File: src/rtl/swu_pkg.sv
// Shared constants, FSM state type and sizing helpers for the ECG sliding-window unit.
package swu_pkg;

   localparam int unsigned ROM_W     = 32;
   localparam int unsigned ECG_WORDS = 29;
   localparam int unsigned WIN       = 7;
   localparam int unsigned STRIDE    = 2;

   typedef enum logic [2:0] {
      StIdle,
      StRd0,
      StRd1,
      StWt,
      StRun,
      StRf,
      StRw,
      StDone
   } swu_state_e;

   function automatic int unsigned num_win(input int unsigned rom_w, input int unsigned words,
                                           input int unsigned win, input int unsigned stride);
      return (words * rom_w - win) / stride + 1;
   endfunction

   function automatic int unsigned idx_w(input int unsigned n);
      return (n > 1) ? $clog2(n) : 1;
   endfunction

endpackage

File: src/rtl/swu_seq_ctrl_if.sv
// ROM read port and window stream bundled between the sequencer, the ECG ROM and the PE array.
interface swu_seq_ctrl_if #(
   parameter int unsigned ROM_W     = swu_pkg::ROM_W,
   parameter int unsigned ADDR_W    = 5,
   parameter int unsigned NUM_WORDS = swu_pkg::ECG_WORDS,
   parameter int unsigned WIN       = swu_pkg::WIN,
   parameter int unsigned STRIDE    = swu_pkg::STRIDE
);
   localparam int unsigned IDX_W =
      swu_pkg::idx_w(swu_pkg::num_win(ROM_W, NUM_WORDS, WIN, STRIDE));

   logic              rom_en;
   logic [ADDR_W-1:0] rom_addr;
   logic [ROM_W-1:0]  rom_data;
   logic [WIN-1:0]    slide_data;
   logic              out_valid;
   logic              out_ready;
   logic              out_last;
   logic [IDX_W-1:0]  win_idx;

   modport master (
      output rom_en, rom_addr, slide_data, out_valid, out_last, win_idx,
      input  rom_data, out_ready
   );

   modport slave (
      input  rom_en, rom_addr, slide_data, out_valid, out_last, win_idx,
      output rom_data, out_ready
   );

endinterface

File: src/rtl/swu_win_sel.sv
// Window extractor: picks WIN bits starting ptr bits below the MSB of {buf_hi, buf_lo}.
module swu_win_sel #(
   parameter int unsigned ROM_W = 32,
   parameter int unsigned WIN   = 7,
   parameter int unsigned PTR_W = $clog2(ROM_W)
) (
   input  logic [ROM_W-1:0] buf_hi,
   input  logic [ROM_W-1:0] buf_lo,
   input  logic [PTR_W-1:0] ptr,
   output logic [WIN-1:0]   slide_data
);

   logic [2*ROM_W-1:0] shifted;

   always_comb begin
      shifted    = {buf_hi, buf_lo} << ptr;
      slide_data = shifted[2*ROM_W-1 -: WIN];
   end

endmodule

File: src/rtl/swu_seq_ctrl.sv
// ECG sliding-window sequencer: streams ROM words through a two-word buffer and emits
// every WIN-bit window at a STRIDE-bit step over a valid/ready handshake.
module swu_seq_ctrl #(
   parameter int unsigned ROM_W     = swu_pkg::ROM_W,
   parameter int unsigned ADDR_W    = 5,
   parameter int unsigned NUM_WORDS = swu_pkg::ECG_WORDS,
   parameter int unsigned WIN       = swu_pkg::WIN,
   parameter int unsigned STRIDE    = swu_pkg::STRIDE
) (
   input  logic           clk,
   input  logic           rst,
   input  logic           start,
   output logic           busy,
   output logic           done,
   swu_seq_ctrl_if.master bus
);
   import swu_pkg::*;

   localparam int unsigned NUM_WIN = num_win(ROM_W, NUM_WORDS, WIN, STRIDE);
   localparam int unsigned IDX_W   = idx_w(NUM_WIN);
   localparam int unsigned PTR_W   = $clog2(ROM_W);

   localparam logic [PTR_W:0]   ROM_W_P   = (PTR_W+1)'(ROM_W);
   localparam logic [PTR_W:0]   STRIDE_P  = (PTR_W+1)'(STRIDE);
   localparam logic [IDX_W-1:0] LAST_IDX  = IDX_W'(NUM_WIN - 1);
   localparam logic [ADDR_W:0]  LAST_WORD = (ADDR_W+1)'(NUM_WORDS - 1);

   swu_state_e        state_q, state_d;
   logic [PTR_W-1:0]  ptr_q, ptr_d;
   logic [ROM_W-1:0]  buf_hi_q, buf_hi_d;
   logic [ROM_W-1:0]  buf_lo_q, buf_lo_d;
   logic [ADDR_W-1:0] word_q, word_d;
   logic [ADDR_W-1:0] addr_q, addr_d;
   logic [IDX_W-1:0]  idx_q, idx_d;
   logic [PTR_W:0]    ptr_nxt;
   logic [PTR_W:0]    ptr_wrap;

   swu_win_sel #(
      .ROM_W (ROM_W),
      .WIN   (WIN),
      .PTR_W (PTR_W)
   ) u_win_sel (
      .buf_hi     (buf_hi_q),
      .buf_lo     (buf_lo_q),
      .ptr        (ptr_q),
      .slide_data (bus.slide_data)
   );

   always_comb begin
      state_d       = state_q;
      ptr_d         = ptr_q;
      buf_hi_d      = buf_hi_q;
      buf_lo_d      = buf_lo_q;
      word_d        = word_q;
      addr_d        = addr_q;
      idx_d         = idx_q;
      bus.rom_en    = 1'b0;
      bus.out_valid = 1'b0;
      done          = 1'b0;
      ptr_nxt       = {1'b0, ptr_q} + STRIDE_P;
      ptr_wrap      = ptr_nxt - ROM_W_P;

      unique case (state_q)
         StIdle: begin
            if (start) begin
               state_d = StRd0;
               ptr_d   = '0;
               idx_d   = '0;
               word_d  = '0;
            end
         end
         StRd0: begin
            bus.rom_en = 1'b1;
            addr_d     = '0;
            state_d    = StRd1;
         end
         StRd1: begin
            bus.rom_en = 1'b1;
            addr_d     = ADDR_W'(1);
            buf_hi_d   = bus.rom_data;
            state_d    = StWt;
         end
         StWt: begin
            buf_lo_d = bus.rom_data;
            state_d  = StRun;
         end
         StRun: begin
            bus.out_valid = 1'b1;
            if (bus.out_ready) begin
               if (idx_q == LAST_IDX) begin
                  state_d = StDone;
               end else begin
                  idx_d = idx_q + IDX_W'(1);
                  if (ptr_nxt < ROM_W_P) begin
                     ptr_d = ptr_nxt[PTR_W-1:0];
                  end else begin
                     // Window crossed into buf_lo: shift words up, refill only if one remains.
                     buf_hi_d = buf_lo_q;
                     ptr_d    = ptr_wrap[PTR_W-1:0];
                     word_d   = word_q + ADDR_W'(1);
                     if ({1'b0, word_q} + (ADDR_W+1)'(2) <= LAST_WORD) begin
                        state_d = StRf;
                     end else begin
                        buf_lo_d = '0;
                     end
                  end
               end
            end
         end
         StRf: begin
            bus.rom_en = 1'b1;
            addr_d     = word_q + ADDR_W'(1);
            state_d    = StRw;
         end
         StRw: begin
            buf_lo_d = bus.rom_data;
            state_d  = StRun;
         end
         StDone: begin
            done    = 1'b1;
            ptr_d   = '0;
            idx_d   = '0;
            state_d = StIdle;
         end
         default: state_d = StIdle;
      endcase

      bus.rom_addr = addr_d;
      bus.win_idx  = idx_q;
      bus.out_last = (state_q == StRun) && (idx_q == LAST_IDX);
      busy         = (state_q != StIdle);
   end

   always_ff @(posedge clk) begin
      if (rst) begin
         state_q  <= StIdle;
         ptr_q    <= '0;
         buf_hi_q <= '0;
         buf_lo_q <= '0;
         word_q   <= '0;
         addr_q   <= '0;
         idx_q    <= '0;
      end else begin
         state_q  <= state_d;
         ptr_q    <= ptr_d;
         buf_hi_q <= buf_hi_d;
         buf_lo_q <= buf_lo_d;
         word_q   <= word_d;
         addr_q   <= addr_d;
         idx_q    <= idx_d;
      end
   end

endmodule

File: src/flat_wrapper.sv
// flat-port wrapper written by rule: the top's interface ports become plain ports
module swu_seq_ctrl_flat import swu_pkg::*;
#(
   parameter int unsigned ROM_W     = swu_pkg::ROM_W,
   parameter int unsigned ADDR_W    = 5,
   parameter int unsigned NUM_WORDS = swu_pkg::ECG_WORDS,
   parameter int unsigned WIN       = swu_pkg::WIN,
   parameter int unsigned STRIDE    = swu_pkg::STRIDE
)
  (clk, rst, start, busy, done, bus_rom_en, bus_rom_addr, bus_slide_data, bus_out_valid, bus_out_last, bus_win_idx, bus_rom_data, bus_out_ready);
  swu_seq_ctrl_if #(.ROM_W(ROM_W), .ADDR_W(ADDR_W), .NUM_WORDS(NUM_WORDS), .WIN(WIN), .STRIDE(STRIDE)) bus_i ();
  input  logic clk;
  input  logic rst;
  input  logic start;
  output logic busy;
  output logic done;
  output wire logic [$bits(bus_i.rom_en)-1:0] bus_rom_en;
  output wire logic [$bits(bus_i.rom_addr)-1:0] bus_rom_addr;
  output wire logic [$bits(bus_i.slide_data)-1:0] bus_slide_data;
  output wire logic [$bits(bus_i.out_valid)-1:0] bus_out_valid;
  output wire logic [$bits(bus_i.out_last)-1:0] bus_out_last;
  output wire logic [$bits(bus_i.win_idx)-1:0] bus_win_idx;
  input wire logic [$bits(bus_i.rom_data)-1:0] bus_rom_data;
  input wire logic [$bits(bus_i.out_ready)-1:0] bus_out_ready;
  assign bus_rom_en = bus_i.rom_en;
  assign bus_rom_addr = bus_i.rom_addr;
  assign bus_slide_data = bus_i.slide_data;
  assign bus_out_valid = bus_i.out_valid;
  assign bus_out_last = bus_i.out_last;
  assign bus_win_idx = bus_i.win_idx;
  assign bus_i.rom_data = bus_rom_data;
  assign bus_i.out_ready = bus_out_ready;
  swu_seq_ctrl #(.ROM_W(ROM_W), .ADDR_W(ADDR_W), .NUM_WORDS(NUM_WORDS), .WIN(WIN), .STRIDE(STRIDE)) u_core (.clk(clk), .rst(rst), .start(start), .busy(busy), .done(done), .bus(bus_i));
endmodule
File: config.mk
export PLATFORM = sky130hd
export DESIGN_NAME = swu_seq_ctrl_flat
export DESIGN_NICKNAME = d
export VERILOG_FILES = /design/src/rtl/swu_pkg.sv /design/src/rtl/swu_seq_ctrl_if.sv /design/src/rtl/swu_win_sel.sv /design/src/rtl/swu_seq_ctrl.sv /design/src/flat_wrapper.sv
export SDC_FILE = /design/constraint.sdc
export NUM_CORES = 1
export LEC_CHECK = 0
export CORE_ASPECT_RATIO = 0.6
export CORE_UTILIZATION = 50
export CTS_BUF_LIST = sky130_fd_sc_hd__clkbuf_8
export CTS_CLUSTER_SIZE = 28
export DETAILED_ROUTE_END_ITERATION = 7
export GPL_TIMING_DRIVEN = 0
export PLACE_DENSITY = 0.79
export SLEW_MARGIN = 30
export SYNTH_ARGS = -nofsm -noshare
export SYNTH_HDL_FRONTEND = slang
export SYNTH_HIERARCHICAL = 1
export SYNTH_SLANG_ARGS = --single-unit
export TNS_END_PERCENT = 100
File: constraint.sdc
create_clock -name clk -period 2.42 [get_ports clk]
set_input_delay 0.484 -clock clk [delete_from_list [all_inputs] [get_ports clk]]
set_output_delay 0.484 -clock clk [all_outputs]
set_load 0.005 [all_outputs]
## After elaboration in Yosys (flattened, before gate mapping)

Cells that the tools add are included.

- Add/subtract/negate cells: 5
- Magnitude comparators: 2
- Equal/unequal tests: 15
- Shifts and indexed selects: 1
- Muxes and demuxes: 32
- Reduce and logical (&&, ||, !) cells: 14

Operators by type and width:

| operator | number |
|---|---|
| $mux 32 | 7 |
| $pmux 32 s2 | 2 |
| $shl 64x5->64 | 1 |
| $mux 5 | 7 |
| $pmux 5 s3 | 2 |
| $mux 9 | 3 |
| $pmux 9 s3 | 1 |
| $pmux 3 s7 | 1 |
| $mux 3 | 5 |
| $add 5x2->6 const B | 2 |
| $eq 3x3->1 const B | 4 |
| $reduce_and 4->1 | 3 |
| $ne 2x2->1 const B | 5 |
| $pmux 5 s2 | 1 |
| $reduce_and 5->1 | 2 |
| $add 9x1->9 const B | 1 |
| $eq 9x9->1 const B | 1 |
| $eq 3x2->1 const B | 2 |
| $le 6x5->1 const B | 1 |
| $lt 6x6->1 const B | 1 |
| $reduce_bool 2->1 | 3 |
| $reduce_bool 3->1 | 2 |
| $add 5x1->5 const B | 1 |
| $sub 5x1->5 const B | 1 |
| other kinds (8) | 10 |

- Bits in registers: 91
- Input bits: 36
- Output and inout port bits: 26

## Logic depth before layout (Yosys ltp)

- Depth in word-level cells: 7
- Mapped depth: 9
- Depth with buffers taken out: 7

## Cells and area by module

Netlist, hierarchy kept.

By module, submodules not included:

| module | times used | cells an instance | area each (um^2) | sequential area each (um^2) |
|---|---|---|---|---|
| swu_seq_ctrl | 1 | 492 | 4515.6 | 1801.7 |
| swu_win_sel | 1 | 131 | 1322.5 | 0.0 |

## Worst setup path after synthesis

OpenSTA, ideal clock, no wires.

- Path kind: register -> output
- From: reg u_core.ptr_q[2]
- To: out bus_slide_data[0]
- Arrival: 1.629 ns
- Path slack: 0.307 ns
- Stages on the path, launching flop included: 7
- Cell sequence: dfxtp_1 buf_6 buf_6 mux2_2 mux4_2 nor3_1 nor4_1

- Cells in the longest elaborated chain, start to end: 1

RTL lines:

| element | RTL line | text |
|---|---|---|
| start, declared | swu_seq_ctrl.sv:29 | `logic [PTR_W-1:0] ptr_q, ptr_d;` |
| start signal, assigned | swu_seq_ctrl.sv:145 | `ptr_q <= ptr_d;` |
| $shl 64x5->64 | swu_win_sel.sv:16 | `shifted = {buf_hi, buf_lo} << ptr;` |
| end, declared | flat_wrapper.sv:19 | `output wire logic [$bits(bus_i.slide_data)-1:0] bus_slide_data;` |

No other way between the ends.

## Final worst setup path

- From: reg u_core.ptr_q[2]
- To: out bus_slide_data[4]

Same word-level chain as after synthesis.

==> metrics.md <==
| Metric | Value |
|---|---|
| Sequential share of the synthesized area | `30.86%` |
| CTS Buf Count | `9` |
| Failing checks | `negative setup slack` |
| CP top delay family | `multiplexers` |
| Gate count after technology mapping | `roughly 620` |
| Ys flop type | `dfxtp_1` |
| Die H | `85.70 um` |
| Clock sink count | `90` |
| Worst Hold Class | `reg2reg` |
| Syn Area/Cell | `9.371 um2` |
| Vias post-DR | `between 5000 and 6000` |
| GRT met3 Usage | `between 10% and 20%` |
| Number of H-tree levels | `3` |
| Initial drt markers | `~770` |
| Largest family of logic cells by synthesized area | `compound AO/OA/AOI/OAI gates` |
| Total of max-cap violations | `0` |
| Area of the core | `around 0.011 mm2` |
| Sequential share of power | `44.6%` |
| FP Rows | `30` |
| Pre-Repair DR Iteration Count | `5` |
| Comb pwr share | `17.9%` |
| Initial antenna violation count | `0` |
| I/O Buffers | `61` |
| Critical Path RT | `1940 ps` |
| Global route total overflow | `0` |
| CTS tree | `done` |
| Crit Path Max Fanout | `5` |
| Worst path depth | `7` |
| Clock-pin slew on the worst setup and hold paths | `approximately 100 ps` |
| Synth Area in Compound Gates | `between 20% and 30%` |
| CP peak stage delay | `roughly 500 ps` |
| Unique masters post-synth | `64` |
| Root Driver | `clkbuf_8` |
| Status | `complete, but fails checks` |
| DRC viols | `0` |
| Tightest Pin Transition | `roughly 840 ps` |
| Critical Path, Cell by Cell | `buf_12 -> buf_6 -> mux2_4 -> mux4_2 -> nor3b_2 -> nor4_2 -> buf_2` |
| Async SR Flop Fraction | `0%` |
| Switching Share | `between 20 and 30%` |
| Total power draw | `between 3000 and 4000 uW` |
| Final Non-Filler Cells | `just under 900` |
| Final Wtd Congestion | `approximately 0.98` |
| Largest net degree at the start of global routing | `17` |
| Area delta synth->final | `29.49%` |
| Clock skew | `just over 7 ps` |
| Worst hold path depth | `2` |
| Worst setup margin | `-306.4 ps` |
| Die X | `approximately 140 um` |
| First-pass GRT wire length | `about 30000 um` |
| Initial core utilization | `roughly half` |
| Final Net Count | `764` |
| Post-route cell area | `roughly 0.0076 mm2` |
| Most frequent cells in the layout | `82 x dfxtp_1, 50 x a21oi_1, 49 x clkdlybuf4s50_1, 49 x nand2_1, 42 x mux2i_1` |
| Ratio of cells with drive above 1 in the final layout | `27.79%` |
| Final hold viol count | `0` |
| Global Route Usage Sum | `between 30 and 40%` |
| P_leak | `roughly 0.0027 uW` |
| Hpwl dp | `around 13000 um` |
| IO Pins | `62` |
| NetSw | `996.7 uW` |
| Flop-to-flop setup slack | `between 100 and 150 ps` |
| Post-DRT Antenna Nets | `0` |
| Setup TNS | `-1732 ps` |
| Tightest hold margin | `approximately 490 ps` |
| EDFF count, synth | `0` |
| GR Util met2 | `45.09%` |
| Buf/Inv on CP | `3` |
| Post-Synth Simple-Gate Area | `between 15 and 20%` |
| Slew HR | `43.88%` |
| Crit path kind | `reg2out` |
| Clk pwr share | `a little under two fifths` |
| WP data arrival | `2240 ps` |
| VDD IR max | `about 420 uV` |
| CTS Buffer Depth | `2` |
| Met1 usage | `a little under half` |
| CP max stage cell | `mux4_2` |
| Routed len/inst | `~22 um` |
| Grt peak-use layer | `met1` |
| Fin crit share | `112.7%` |
| Setup Viol. Count Final | `7` |
| Vias in the first global route | `between 5000 and 6000` |
| XOR/XNOR Fraction of Synth Area | `less than 1%` |
| Unrepaired setup endpoints after global routing | `yes` |
| Later-pin clock latency in the skew report | `around 380 ps` |
| Ys Warns | `6` |
| CP endpoint kind | `primary output` |
| Ant. Diodes | `0` |
| CTS Hold Bufs | `0` |
| PD cells | `around 470 mW/mm2` |
| Via density | `6.649` |
| Placed cell count | `844` |
| Area of the die | `between 0.01 and 0.015 mm2` |
| Placed Instance Area | `0.006649 mm2` |
| Multi-input logic area | `approximately 0.004 mm2` |
| Fmax | `366.8 MHz` |
| Commonest non-fill, non-tap cell in the layout | `dfxtp_1` |
| Slew Limit Fails | `0` |
| Adder-cell share of the synthesized area | `approximately 1.3%` |
| Mapped cell area | `about 0.0058 mm2` |
| Yosys reg bits | `90` |
| Multiplexer share of the synthesized area | `19.95%` |
| Syn nets | `around 670` |
| DRT Wirelength | `19280 um` |
| Fillcell total | `between 800 and 900` |
| Internal Power | `approximately 2500 uW` |
| Register area | `between 0.0015 and 0.002 mm2` |
| Startpoint Class | `flip-flop` |
| Reg2reg path depth | `6` |
| Min cycle time layout | `between 2000 and 3000 ps` |
==> worst reg2reg max path, stage by stage, from the launching register on <==
cell	delay (ps)
dfxtp_4	380
ha_4	260
nor2b_1	240
o211ai_1	230
o311ai_4	460
clkbuf_1	420
a311oi_1	170
==> cell type report <==
cell class / count / share of cell area, %
multi-input cells: 461 / 52.76
flip-flops and latches: 90 / 24.13
repair buffers: 89 / 11.30
plain buffers: 56 / 4.866
well taps: 160 / 2.648
clock buffers: 10 / 1.821
clock inverters: 6 / 1.572
inverters: 14 / 0.7944
repair inverters: 1 / 0.09930
==> power groups by stage <==
stage	Clock, uW	Sequential [uW]	Combinational, uW
2_1_floorplan	0	1590	350
3_3_place_gp	0	1610	540
3_5_place_dp	0	1610	553
4_1_cts	1340	1570	599
5_1_grt	1400	1580	666
6_report	1330	1580	633
==> timing repair <==
| item | 4_1_cts | 5_1_grt |
|---|---|---|
| endpoints found under the hold margin | 0 | 0 |
| pin swaps | 17 | 12 |
| endpoints found under the setup margin | 44 | 23 |
| gates resized for setup | 127 | 17 |
| gates cloned | 3 | 0 |
| setup buffers | 26 | 1 |
==> kinds of logic after synthesis <==
logic type / after synthesis
compound gates: 181
simple gates: 176
mux: 92
flops: 90
buf+inv: 72
fa+ha+maj: 6
xor+xnor: 5
other cells: 1
==> cell usage after synthesis (all sizes together) (4+ instances only) <==
| library cell | count | area share [%] |
|---|---|---|
| a311oi | 34 | 5.1 |
| nor3 | 39 | 3.6 |
| ha | 6 | 1.3 |
| nor2 | 13 | 0.84 |
| nand4 | 4 | 0.43 |
| o31ai | 8 | 1.0 |
| nand2b | 6 | 0.64 |
| o21ai | 13 | 1.1 |
| a21oi | 51 | 4.4 |
| inv | 14 | 0.90 |
| o22ai | 6 | 0.64 |
| nand2 | 49 | 3.2 |
| buf | 29 | 3.4 |
| and3 | 4 | 0.43 |
| xnor2 | 5 | 0.75 |
| clkbuf | 29 | 1.9 |
| nor2b | 6 | 0.64 |
| mux2i | 50 | 8.6 |
| or4 | 8 | 1.0 |
| nand3 | 18 | 1.5 |
| nor4 | 7 | 0.86 |
| a211oi | 36 | 7.2 |
| mux4 | 16 | 6.2 |
| dfxtp | 90 | 31 |
| mux2 | 26 | 5.2 |
| a22o | 13 | 2.0 |
==> flip-flops by register name, indices dropped and copies added, names as in the netlist <==
name	flops
u_core/buf_lo_q	32
u_core/bus.win_idx	9
u_core/ptr_q	4
u_core/state_q	3
u_core/word_q	5
u_core/buf_hi_q	32
u_core/addr_q	5
==> worst paths after layout <==
| path | start | end |
|---|---|---|
| worst min register to register | u_core/addr_q[3] | u_core/addr_q[3] |
| worst min-delay path | u_core/addr_q[3] | u_core/addr_q[3] |
| worst max register to register | u_core/word_q[2] | u_core/buf_lo_q[1] |
| worst max-delay path | u_core/ptr_q[2] | bus_slide_data[4] |
==> through the flow <==
stage | utilization, % | setup WS [ps]
2_1_floorplan | - | 306.6
3_3_place_gp | 58.65 | -390.9
3_5_place_dp | 58.65 | -415.2
4_1_cts | 66.08 | -324.8
5_1_grt | 66.69 | -323.1
6_report | 66.69 | -306.4
==> metal layers <==
layer / vias up / routed length, um / share of wire (%)
met2: 367 / 7831 / 41
li1: 2633 / - / -
met4: 0 / 390 / 2.0
met3: 45 / 2386 / 12
met5: - / 0 / 0
met1: 2853 / 8669 / 45
(Power assumes the default switching activity.)
